## src/rtl/counter_timer_multi_if.sv

```systemverilog
// Register-access bundle for counter_timer_multi: per-channel write strobes,
// channel select, write data, readback data, and the tick/irq output vectors.
// master = bus/decode side, slave = the timer peripheral.
interface counter_timer_multi_if #(
  parameter int WIDTH = 32,
  parameter int NCH   = 2,
  parameter int AW    = (NCH > 1) ? $clog2(NCH) : 1
);

  logic [AW-1:0]    addr;
  logic             cfg_we;
  logic             val_we;
  logic             dat_we;
  logic [WIDTH-1:0] wdata;
  logic [WIDTH-1:0] rdata_cnt;
  logic [4:0]       rdata_cfg;
  logic [NCH-1:0]   tick;
  logic [NCH-1:0]   irq;

  modport master (
    output addr, cfg_we, val_we, dat_we, wdata,
    input  rdata_cnt, rdata_cfg, tick, irq
  );

  modport slave (
    input  addr, cfg_we, val_we, dat_we, wdata,
    output rdata_cnt, rdata_cfg, tick, irq
  );

endinterface

```

## src/rtl/counter_timer_multi.sv

```systemverilog
// counter_timer_multi: NCH independent WIDTH-bit counter/timer channels.
// Each channel counts up or down, runs one-shot or continuous, raises a
// one-cycle tick and a sticky irq on its terminal event.
// Optional feature macro: TIMER_CHAIN_EN -- when defined, config bit 4
// (chain) makes channel k count only on channel k-1's terminal event in the
// same cycle. When undefined, no chain state or inter-channel logic exists.
module counter_timer_multi #(
  parameter int WIDTH = 32,
  parameter int NCH   = 2,
  parameter int AW    = (NCH > 1) ? $clog2(NCH) : 1
) (
  input  logic                  clkin,
  input  logic                  reset,
  counter_timer_multi_if.slave  bus
);

  // Architectural state
  logic [WIDTH-1:0] cnt      [NCH];
  logic [WIDTH-1:0] value    [NCH];
  logic [NCH-1:0]   en;
  logic [NCH-1:0]   oneshot;
  logic [NCH-1:0]   up;
  logic [NCH-1:0]   irq_en;
`ifdef TIMER_CHAIN_EN
  logic [NCH-1:0]   chain;
`endif
  logic [NCH-1:0]   tick_r;
  logic [NCH-1:0]   irq_r;

  // Next-state values
  logic [WIDTH-1:0] cnt_nxt     [NCH];
  logic [WIDTH-1:0] value_nxt   [NCH];
  logic [NCH-1:0]   en_nxt;
  logic [NCH-1:0]   oneshot_nxt;
  logic [NCH-1:0]   up_nxt;
  logic [NCH-1:0]   irq_en_nxt;
`ifdef TIMER_CHAIN_EN
  logic [NCH-1:0]   chain_nxt;
`endif
  logic [NCH-1:0]   tick_nxt;
  logic [NCH-1:0]   irq_nxt;

  // Per-channel decode and count/terminal events
  logic [NCH-1:0]   cfg_hit;
  logic [NCH-1:0]   val_hit;
  logic [NCH-1:0]   dat_hit;
  logic [NCH-1:0]   term;
  logic [NCH-1:0]   ce;
  logic [NCH-1:0]   te;

  // Decode the write strobes against the channel select
  always_comb begin
    cfg_hit = '0;
    val_hit = '0;
    dat_hit = '0;
    for (int k = 0; k < NCH; k++) begin
      cfg_hit[k] = bus.cfg_we && (bus.addr == AW'(k));
      val_hit[k] = bus.val_we && (bus.addr == AW'(k));
      dat_hit[k] = bus.dat_we && (bus.addr == AW'(k));
    end
  end

  // Count and terminal events; a chained channel sees its predecessor's te
  // in the same cycle, and a direct counter write suppresses te so that
  // neither this channel nor anything chained after it reacts.
  always_comb begin
`ifdef TIMER_CHAIN_EN
    logic prev_te;
    prev_te = 1'b0;
`endif
    term = '0;
    ce   = '0;
    te   = '0;
    for (int k = 0; k < NCH; k++) begin
      term[k] = up[k] ? (cnt[k] == value[k]) : (cnt[k] == '0);
`ifdef TIMER_CHAIN_EN
      if ((k > 0) && chain[k])
        ce[k] = en[k] & prev_te;
      else
        ce[k] = en[k];
`else
      ce[k] = en[k];
`endif
      te[k] = ce[k] & term[k] & ~dat_hit[k];
`ifdef TIMER_CHAIN_EN
      prev_te = te[k];
`endif
    end
  end

  // Next-state logic for every channel
  always_comb begin
    cnt_nxt     = cnt;
    value_nxt   = value;
    en_nxt      = en;
    oneshot_nxt = oneshot;
    up_nxt      = up;
    irq_en_nxt  = irq_en;
`ifdef TIMER_CHAIN_EN
    chain_nxt   = chain;
`endif
    irq_nxt     = irq_r;
    tick_nxt    = te;
    for (int k = 0; k < NCH; k++) begin
      // Counter: direct write beats reload/hold beats increment/decrement
      if (dat_hit[k]) begin
        cnt_nxt[k] = bus.wdata;
      end else if (te[k]) begin
        if (!oneshot[k])
          cnt_nxt[k] = up[k] ? '0 : value[k];
      end else if (ce[k]) begin
        cnt_nxt[k] = up[k] ? (cnt[k] + WIDTH'(1)) : (cnt[k] - WIDTH'(1));
      end

      if (val_hit[k])
        value_nxt[k] = bus.wdata;

      // One-shot completion drops en, but a same-cycle config write wins
      if (te[k] && oneshot[k])
        en_nxt[k] = 1'b0;
      if (cfg_hit[k]) begin
        en_nxt[k]      = bus.wdata[0];
        oneshot_nxt[k] = bus.wdata[1];
        up_nxt[k]      = bus.wdata[2];
        irq_en_nxt[k]  = bus.wdata[3];
`ifdef TIMER_CHAIN_EN
        chain_nxt[k]   = bus.wdata[4];
`endif
      end

      // Sticky irq: clear on irq_clr, but a simultaneous set wins
      if (cfg_hit[k] && bus.wdata[5])
        irq_nxt[k] = 1'b0;
      if (te[k] && irq_en[k])
        irq_nxt[k] = 1'b1;
    end
  end

  // State registers with asynchronous reset
  always_ff @(posedge clkin or posedge reset) begin
    if (reset) begin
      for (int k = 0; k < NCH; k++) begin
        cnt[k]   <= '0;
        value[k] <= '0;
      end
      en      <= '0;
      oneshot <= '0;
      up      <= '0;
      irq_en  <= '0;
`ifdef TIMER_CHAIN_EN
      chain   <= '0;
`endif
      tick_r  <= '0;
      irq_r   <= '0;
    end else begin
      for (int k = 0; k < NCH; k++) begin
        cnt[k]   <= cnt_nxt[k];
        value[k] <= value_nxt[k];
      end
      en      <= en_nxt;
      oneshot <= oneshot_nxt;
      up      <= up_nxt;
      irq_en  <= irq_en_nxt;
`ifdef TIMER_CHAIN_EN
      chain   <= chain_nxt;
`endif
      tick_r  <= tick_nxt;
      irq_r   <= irq_nxt;
    end
  end

  // Readback mux of the addressed channel; unmapped addresses read 0
  always_comb begin
    bus.rdata_cnt = '0;
    bus.rdata_cfg = '0;
    for (int k = 0; k < NCH; k++) begin
      if (bus.addr == AW'(k)) begin
        bus.rdata_cnt = cnt[k];
`ifdef TIMER_CHAIN_EN
        bus.rdata_cfg = {chain[k], irq_en[k], up[k], oneshot[k], en[k]};
`else
        bus.rdata_cfg = {1'b0, irq_en[k], up[k], oneshot[k], en[k]};
`endif
      end
    end
  end

  assign bus.tick = tick_r;
  assign bus.irq  = irq_r;

endmodule

```

## src/flat_wrapper.sv

```systemverilog
// flat-port wrapper written by rule: the top's interface ports become plain ports
module counter_timer_multi_flat 
#(
  parameter int WIDTH = 32,
  parameter int NCH   = 2,
  parameter int AW    = (NCH > 1) ? $clog2(NCH) : 1
)
  (clkin, reset, bus_addr, bus_cfg_we, bus_val_we, bus_dat_we, bus_wdata, bus_rdata_cnt, bus_rdata_cfg, bus_tick, bus_irq);
  counter_timer_multi_if #(.WIDTH(WIDTH), .NCH(NCH), .AW(AW)) bus_i ();
  input  logic clkin;
  input  logic reset;
  input wire logic [$bits(bus_i.addr)-1:0] bus_addr;
  input wire logic [$bits(bus_i.cfg_we)-1:0] bus_cfg_we;
  input wire logic [$bits(bus_i.val_we)-1:0] bus_val_we;
  input wire logic [$bits(bus_i.dat_we)-1:0] bus_dat_we;
  input wire logic [$bits(bus_i.wdata)-1:0] bus_wdata;
  output wire logic [$bits(bus_i.rdata_cnt)-1:0] bus_rdata_cnt;
  output wire logic [$bits(bus_i.rdata_cfg)-1:0] bus_rdata_cfg;
  output wire logic [$bits(bus_i.tick)-1:0] bus_tick;
  output wire logic [$bits(bus_i.irq)-1:0] bus_irq;
  assign bus_i.addr = bus_addr;
  assign bus_i.cfg_we = bus_cfg_we;
  assign bus_i.val_we = bus_val_we;
  assign bus_i.dat_we = bus_dat_we;
  assign bus_i.wdata = bus_wdata;
  assign bus_rdata_cnt = bus_i.rdata_cnt;
  assign bus_rdata_cfg = bus_i.rdata_cfg;
  assign bus_tick = bus_i.tick;
  assign bus_irq = bus_i.irq;
  counter_timer_multi #(.WIDTH(WIDTH), .NCH(NCH), .AW(AW)) u_core (.clkin(clkin), .reset(reset), .bus(bus_i));
endmodule
```

## config.mk

```make
export PLATFORM = sky130hd
export DESIGN_NAME = counter_timer_multi_flat
export DESIGN_NICKNAME = d
export VERILOG_FILES = /design/src/rtl/counter_timer_multi_if.sv /design/src/rtl/counter_timer_multi.sv /design/src/flat_wrapper.sv
export SDC_FILE = /design/constraint.sdc
export NUM_CORES = 1
export LEC_CHECK = 0
export ABC_AREA = 0
export CAP_MARGIN = 20
export CORE_MARGIN = 1.5
export CORE_UTILIZATION = 55
export DETAILED_ROUTE_END_ITERATION = 8
export PLACE_DENSITY = 0.86
export SLEW_MARGIN = 20
export SYNTH_ARGS = -nofsm -noshare
export SYNTH_HDL_FRONTEND = slang
export SYNTH_SLANG_ARGS = --single-unit
export TNS_END_PERCENT = 1
```

## constraint.sdc

```tcl
create_clock -name clkin -period 7.6 [get_ports clkin]
set_clock_uncertainty 0.05 [all_clocks]
set_input_delay 0.76 -clock clkin [delete_from_list [all_inputs] [get_ports clkin]]
set_output_delay 0.76 -clock clkin [all_outputs]
set_load 0.02 [all_outputs]
```

==> Word-level counts from Yosys, hierarchy flattened <==
Cells that the tools add are included.
W data, S select, Z words.
{ "op_classes": {"n_addsub": 4, "n_eq_ne": 4, "muxes": 24, "n_bitwise": 7, "reduce_logical": 22} }
{ "ops": {"columns": ["cell", "n"], "rows": [
  ["$mux W32", 13],
  ["$add A32 B1 Y32 const B", 2],
  ["$eq A32 B32 Y1", 2],
  ["$logic_not A32 Y1", 2],
  ["$sub A32 B1 Y32 const B", 2],
  ["$logic_and A1 B1 Y1", 12],
  ["$mux W1", 10],
  ["$reduce_bool A2 Y1", 4],
  ["$ne A3 B3 Y1 const B", 2],
  ["$reduce_bool A3 Y1", 2],
  ["$and A1 B1 Y1", 4],
  ["$mux W4", 1],
  ["$reduce_and A2 Y1", 2],
  ["$not A1 Y1", 3]
]} }
{ "word_totals": {"register_bits": 140} }

==> Depth between registers and ports, before layout <==
Gate-level depths: netlist of the first run.
{ "depth": {"ltp_word": 7, "ltp_mapped": 13, "mapped_depth_nobuf": 12} }

==> Worst setup path before layout of the first run <==
OpenSTA, ideal clock, no wires.
{ "synth_timing": {"path_kind": "reg2reg", "startpoint": "reg u_core.up[0]", "endpoint": "reg u_core.cnt[49] in the netlist's numbering", "setup_ns": 0.126, "arrival_time_ns": 3.110, "t_required_ns": 7.424, "setup_slack_ns": 4.314, "stages_incl_launch_ff": 13, "path_buffers": 0, "period_less_slack_ns": 3.286, "path_cell_list": "dfrtp_1 > inv_1 > ha_1 > a211oi_1 > o31ai_1 > a221oi_2 > a21oi_1 > nand2b_1 > a31oi_1 > nor3_1 > a211o_1 > a221oi_1 > nor2_1"} }
{ "synth_between": {"elab_chain_len": 5, "word_cells_on_any_way": 12, "classes_between": "eq/ne (1); mux (7); bitwise (2); reduce/logical (2)"} }
{ "synth_lines": {"columns": ["item", "line_no", "rtl"], "rows": [
  ["start, declared", "counter_timer_multi.sv:22", "logic [NCH-1:0] up;"],
  ["start signal, assigned", "counter_timer_multi.sv:162", "up <= up_nxt;"],
  ["$mux W1", "counter_timer_multi.sv:75", "term[k] = up[k] ? (cnt[k] == value[k]) : (cnt[k] == '0);"],
  ["$and A1 B1 Y1 (2 in series)", "counter_timer_multi.sv:84", "te[k] = ce[k] & term[k] & ~dat_hit[k];"],
  ["$ne A3 B3 Y1 (no source line), or another cell as far along", null, null],
  ["$reduce_and A2 Y1 (no source line) / $mux W32 (equally long branches)", null, null],
  ["end signal, assigned by index", "counter_timer_multi.sv:157", "cnt[k] <= cnt_nxt[k];"],
  ["end, declared", "counter_timer_multi.sv:18", "logic [WIDTH-1:0] cnt [NCH];"]
]} }
Parallel ways exist; a longest one is shown, timed or not. The select of a mux whose other input is x is not followed.
A chain may end at the register's enable or synchronous reset.

==> Worst setup path in the final report of the first run <==
{ "layout_timing": {"startpoint": "reg u_core.cnt[0] in the netlist's numbering", "endpoint": "reg u_core.cnt[29] in the netlist's numbering"} }
{ "layout_between": {"elab_chain_len": 6, "word_cells_on_any_way": 14, "classes_between": "add/sub (2); eq/ne (2); mux (5); bitwise (2); reduce/logical (3)"} }
{ "layout_lines": {"columns": ["item"], "rows": [
  ["branches (longest 6 deep; another with $sub A32 B1 Y32)"]
]} }
Parallel ways; which one is timed is not known. The select of a mux whose other input is x is not followed.

==> results of run 1 <==
[stage by stage]
step	cells	worst slack (ps)	hold slack (ps)	utilization, %
2_1_floorplan	1151	3040	434	-
3_3_place_gp	1414	3860	442	60.9
3_5_place_dp	1414	3770	451	60.9
4_1_cts	1444	3700	474	63.9
5_1_grt	1445	3560	514	64.1
6_report	1445	3710	474	64.1
[cell type report]
cell class                 count  area share, %
clock inverter                11           1.02
sequential                   140           29.2
clock buffer                  19           3.70
inverter                      35           1.14
multi-input combinational    915           55.0
tap                          234           2.44
timing repair buffer          91           7.45
[sequential cells by signal, indices dropped and copies added (netlist names)]
signal	cells
u_core.cnt	64
u_core.oneshot	2
u_core.ce	2
u_core.irq_en	2
u_core.bus.irq	2
u_core.value	64
u_core.up	2
u_core.bus.tick	2
[layer usage]
layer	vias up	share of wire, %
met3	169	13
li1	4405	-
met4	2	4.9
met1	4767	38
met5	-	0.036
met2	753	45
[power by group]
group          internal [mW]  switching, mW  leakage [nW]
Clock                  0.486          0.332         0.267
Combinational           1.42           1.80          2.97
Sequential             0.977          0.417          1.65
[cells in the mapped netlist, types with 9 or more instances]
master,count,area (um^2)
a21o_1,24,180
a21oi_1,75,375
a221o_1,9,90.1
a221oi_1,43,377
clkbuf_1,47,176
dfrtp_1,140,3500
ha_1,60,751
inv_1,34,128
mux2_2,95,1070
nand2_1,96,360
nand3_1,23,115
nand4_1,25,156
nor2_1,54,203
nor3_1,11,55.1
nor4_1,25,156
o211ai_1,11,82.6
o21ai_0,109,546
o21bai_1,9,67.6
o22ai_1,29,181
xnor2_1,69,604
xor2_1,49,429
[kinds of logic (layout without fill, tap and decap cells)]
group / after synthesis / in the layout / share of synthesized area, %
AO/OA/AOI/OAI: 366 / 366 / 22.8
buffers and inverters: 96 / 156 / 3.55
adder cells (fa/ha/maj): 62 / 62 / 7.56
AND/OR/NAND/NOR: 272 / 272 / 12.4
flip-flops: 140 / 140 / 33.5
multiplexers: 96 / 96 / 10.3
other: 1 / 1 / 0.0358
XOR/XNOR: 118 / 118 / 9.88
[path summary, 6_finish.rpt]
check	startpoint	to	slack (ps)	cells past startpoint
max reg2reg	u_core.cnt[0]$_DFFE_PP0P_	u_core.cnt[29]$_DFFE_PP0P_	3710	9
min in group asynchronous	reset	u_core.value[5]$_DFFE_PP0P_	720	2
min	u_core.bus.irq[1]$_DFFE_PP0P_	u_core.bus.irq[1]$_DFFE_PP0P_	470	1
max	u_core.cnt[0]$_DFFE_PP0P_	u_core.cnt[29]$_DFFE_PP0P_	3710	9
min reg2reg	u_core.bus.irq[1]$_DFFE_PP0P_	u_core.bus.irq[1]$_DFFE_PP0P_	470	1
max in group asynchronous	reset	u_core.value[52]$_DFFE_PP0P_	5330	3
==> flow_metrics.py, run 1 <==
metrics = {
    "setup_path": {
        "worst-path-buf-inv": 0,
        "setup.worst_path.end_class": "register",
        "critPathTopFamily": "simple AND/OR/NAND/NOR gates",
        "setup.worst_path.start_class": "register",
        "critPathKind": "register to register",
        "slowest_delay_ps": 890,
        "slowest_stage": "and2_1",
        "critPathMaxFanout": 24,
        "critPathRequiredTime_ps": 7870,
        "crit_chain": "xor2_1, nor4_1, nand4_1, nor4_1, a21oi_1, o21ai_0, and2_1, a21oi_1, a211o_1",
        "crit_arrival_ps": 4160,
    },
    "power": {
        "power_leakage_nw": 4.88,
        "ir_worst_vdd_mv": 0.213,
        "power_density_nw_per_um2": 453,
        "finalPower_mw": 5.43,
    },
    "global_route": {
        "antenna_found_initial": 3,
        "met3_usage_pct": 9.65,
        "met2_usage_pct": 52.6,
        "first_global_vias": 9660,
        "grt_pass1_wl_mm": 52.3,
        "grt_usage_pct": 33.8,
        "grt_max_degree": 78,
        "grt_busiest_layer": "met2",
        "gr-total-overflow": 0,
        "grtUsageMet1_pct": 43.8,
    },
    "floorplanning": {
        "die_y_um": 141,
        "die_area_um2": 19900,
        "start_util_pct": 55.9,
        "core_area_um2": 18700,
        "die_w_um": 141,
        "boundaryPins": 79,
        "rows": 50,
    },
    "synth": {
        "synthesis.nets": 1251,
        "yosysUniqueCellTypes": 64,
        "ys_ff_latch": 140,
        "synth-edff-count": 0,
        "yosysSeqAreaShare_pct": 33.5,
        "synth_top_flop_cell": "dfrtp_1",
        "ys_warn_count": 0,
        "synthArstFlopShare_pct": 100,
        "syn-mean-instance-area_um2": 9.09,
        "netlist_area_um2": 10500,
        "syn_inst": 1151,
    },
    "route": {
        "wl_mm": 33.2,
        "vias": 10100,
        "post_drt_wl_per_cell_um": 23.0,
        "detail_route.iter0.violations": 1452,
        "via_per_inst": 6.99,
        "dr.pass1.iters": 8,
        "drtAntennaViolNets": 0,
        "drc": 0,
    },
    "final_layout": {
        "n_fill_cell": 1453,
        "final_nets": 1300,
        "fin_area_um2": 12000,
        "final_cell_mix": "dfrtp_1, o21ai_0, nand2_1",
        "drive_gt1_share_pct": 13.1,
        "final_common_cell": "dfrtp_1",
        "seq_area_um2": 3500,
        "area.growth.synth_to_final_pct": 14.6,
        "multiInputGateArea_um2": 6590,
        "diodes": 0,
    },
    "clock_tree": {
        "path_clk_slew_ps": 60,
        "htree_levels": 4,
        "post-cts-setup-buffers": 0,
        "worstSkewPairLatency_ps": 440,
        "cts_tree": "done",
        "cts-root-buf": "clkbuf_16",
        "cts_hold_buf": 0,
        "cts_max_path_buffers": 2,
        "post_cts_resized": 0,
        "numCtsBuffers": 17,
        "clock_sinks": 140,
    },
    "timing": {
        "final-setup-viol-count": 0,
        "final_max_slew_viol_count": 0,
        "tns_ps": 0,
        "period_minus_slack_ps": 3890,
        "worstMarginPinSlew_ps": 1070,
        "clock.fmax_ghz": 0.257,
        "rsz0062_at_grt": "false",
        "finalCritPeriodShare_pct": 51.2,
        "relSlewSlack_pct": 28.4,
        "hold_viol": 0,
    },
    "worst_hold_path": {
        "hold_class": "register to register",
    },
    "job": {
        "maxCapViolations": 0,
    },
    "placement": {
        "place_area_um2": 11400,
        "place.gp.congestion": 0.936,
        "hpwl_mm": 23.1,
        "io_buffers": 77,
    },
    "status": {
        "status": "complete, no violations",
    },
}
Power figures use the tool's default switching activity.
==> inputs of run 2 (changes only) <==
--- a/config.mk
+++ b/config.mk
@@ -8,9 +8,9 @@
 export ABC_AREA = 0
 export CAP_MARGIN = 20
 export CORE_MARGIN = 1.5
-export CORE_UTILIZATION = 55
+export CORE_UTILIZATION = 54
 export DETAILED_ROUTE_END_ITERATION = 8
-export PLACE_DENSITY = 0.86
+export PLACE_DENSITY = 0.87
 export SLEW_MARGIN = 20
 export SYNTH_ARGS = -nofsm -noshare
 export SYNTH_HDL_FRONTEND = slang
==> constraint.sdc (replaced) <==
create_clock -name clkin -period 3.5 [get_ports clkin]
set_clock_uncertainty 0.05 [all_clocks]
set_input_delay 0.35 -clock clkin [delete_from_list [all_inputs] [get_ports clkin]]
set_output_delay 0.35 -clock clkin [all_outputs]
set_load 0.02 [all_outputs]
==> run 2 against run 1 <==
Flip-flop and latch count did not move. Routed wire length rose by 2.0%. Clock power rose by 130%. Via count rose by 1.3%. Global-route usage rose by 0.70 points. Non-clock buffer count rose by 17. Sequential share of layout area fell by 0.59 points. Core utilization rose by 0.88 points. Cell count rose by 3.1%. Design area rose by 2.1%. Clock-buffer cell count did not move. Sequential power rose by 120%.
==> flow_metrics.py, run 2 (synthesis gave the netlist of run 1 again) <==
metrics = {
    "status": {
        "status": "complete, no violations",
    },
    "clock_tree": {
        "cts_tree": "done",
        "path_clk_slew_ps": 60,
        "post-cts-setup-buffers": 0,
        "clock_sinks": 140,
        "cts-root-buf": "clkbuf_16",
        "cts_max_path_buffers": 2,
        "htree_levels": 4,
        "numCtsBuffers": 17,
        "cts_hold_buf": 0,
        "post_cts_resized": 0,
        "worstSkewPairLatency_ps": 430,
    },
    "floorplanning": {
        "boundaryPins": 79,
        "rows": 50,
        "die_y_um": 142,
        "core_area_um2": 18800,
        "die_w_um": 142,
        "die_area_um2": 20200,
        "start_util_pct": 55.6,
    },
    "power": {
        "power_leakage_nw": 4.99,
        "power_density_nw_per_um2": 973,
        "ir_worst_vdd_mv": 0.481,
        "finalPower_mw": 11.9,
    },
    "placement": {
        "pre_cts_ws_ps": 299,
        "place.gp.congestion": 0.958,
        "hpwl_mm": 24.2,
        "io_buffers": 77,
    },
    "timing": {
        "worstMarginPinSlew_ps": 878,
        "final_max_slew_viol_count": 0,
        "fin_ws_ps": 292,
        "clock.fmax_ghz": 0.312,
        "final-setup-viol-count": 0,
        "relSlewSlack_pct": 41.5,
        "hold_viol": 0,
        "rsz0062_at_grt": "false",
        "whs_ps": 247,
        "period_minus_slack_ps": 3210,
        "finalCritPeriodShare_pct": 91.7,
        "tns_ps": 0,
    },
    "final_layout": {
        "final_util_pct": 65.0,
        "diodes": 0,
        "area.growth.synth_to_final_pct": 16.9,
        "final_common_cell": "dfrtp_1",
        "n_fill_cell": 1422,
        "drive_gt1_share_pct": 14.3,
        "reg_top3": "u_core.cnt x64, u_core.value x64",
        "multiInputGateArea_um2": 6590,
        "seq_area_um2": 3500,
        "final_nets": 1317,
        "final_cell_mix": "dfrtp_1, o21ai_0, nand2_1",
    },
    "global_route": {
        "grtUsageMet1_pct": 44.9,
        "first_global_vias": 9864,
        "grt_usage_pct": 34.5,
        "grt_pass1_wl_mm": 53.7,
        "antenna_found_initial": 0,
        "grt_max_degree": 45,
        "met2_usage_pct": 54.6,
        "gr-total-overflow": 0,
        "grt_busiest_layer": "met2",
        "met3_usage_pct": 8.58,
    },
    "route": {
        "via_per_inst": 6.86,
        "dr.pass1.iters": 6,
        "drtAntennaViolNets": 0,
        "post_drt_wl_per_cell_um": 22.7,
        "drc": 0,
        "wl_mm": 33.8,
        "vias": 10200,
        "detail_route.iter0.violations": 1237,
    },
    "setup_path": {
        "critPathRequiredTime_ps": 3750,
        "setup.worst_path.end_class": "register",
        "critPathMaxFanout": 6,
        "setup.worst_path.start_class": "register",
        "slowest_delay_ps": 480,
        "critPathKind": "register to register",
        "timing.critical_path.mode_cell": "o21ai_1",
        "crit_chain": "inv_1, fa_1, nor2b_1, o21ai_1, a21oi_1, o21ai_1, o31ai_4, a21boi_2, o31ai_1, xor2_1, a221oi_1, o21ai_1",
        "crit_arrival_ps": 3460,
        "slowest_stage": "dfrtp_1",
    },
    "worst_hold_path": {
        "hold_class": "input pin to asynchronous set/reset pin",
    },
    "job": {
        "maxCapViolations": 0,
    },
}
run 2: changes by cell type in the layout (fill, tap and decap cells not counted), moves of 2 or more:
cell,previous run,this run
buf_4,14,25
clkinv_4,2,4
buf_12,0,6
clkinv_2,3,1
run 2: layout make-up:
class / count / share of cell area [%]
repair buffers: 108 / 8.78
clock buffers: 19 / 3.54
multi-input cells: 915 / 53.9
clock inverters: 13 / 1.38
flip-flops and latches: 140 / 28.6
inverters: 35 / 1.10
well taps: 260 / 2.66
run 2: stage by stage:
step	cell area, um^2	instances
CTS	12200	1489
finish	12200	1490
detailed placement	11600	1457
global placement	11600	1457
global route	12200	1490
floorplan	10500	1151
run 2: final timing paths:
check                                         startpoint                       endpoint  slack [ps]  cells after the start
setup / recovery               u_core.cnt[0]$_DFFE_PP0P_     u_core.cnt[30]$_DFFE_PP0P_         290                     12
hold / removal                                     reset     u_core.cnt[54]$_DFFE_PP0P_         250                      2
setup reg to reg               u_core.cnt[0]$_DFFE_PP0P_     u_core.cnt[30]$_DFFE_PP0P_         290                     12
hold reg to reg            u_core.bus.irq[1]$_DFFE_PP0P_  u_core.bus.irq[1]$_DFFE_PP0P_         460                      1
max in group asynchronous                          reset    u_core.value[3]$_DFFE_PP0P_        2360                      4
min in group clkin                              bus_addr       u_core.ce[1]$_DFFE_PP0P_         440                      3
run 2: critical path, delay by kind of cell, from the launching register on:
| kind | cells | cell delay, ps |
|---|---|---|
| AO/OA/AOI/OAI | 8 | 1730 |
| flip-flops | 1 | 480 |
| adder cells (fa/ha/maj) | 1 | 450 |
| buffers and inverters | 1 | 130 |
| AND/OR/NAND/NOR | 1 | 130 |
| XOR/XNOR | 1 | 120 |
run 2: where the power goes:
group	internal, mW	leakage [nW]	switching [mW]
clock	1.12	0.280	0.732
combinational	3.11	3.07	3.89
sequential	2.12	1.65	0.915
run 2: layer usage:
| layer | share of wire [%] | routed length, um | vias to the layer above |
|---|---|---|---|
| li1 | - | - | 4435 |
| met1 | 39 | 13200 | 4942 |
| met2 | 45 | 15400 | 723 |
| met3 | 11 | 3790 | 127 |
| met4 | 4.4 | 1490 | 0 |
| met5 | 0 | 0 | - |
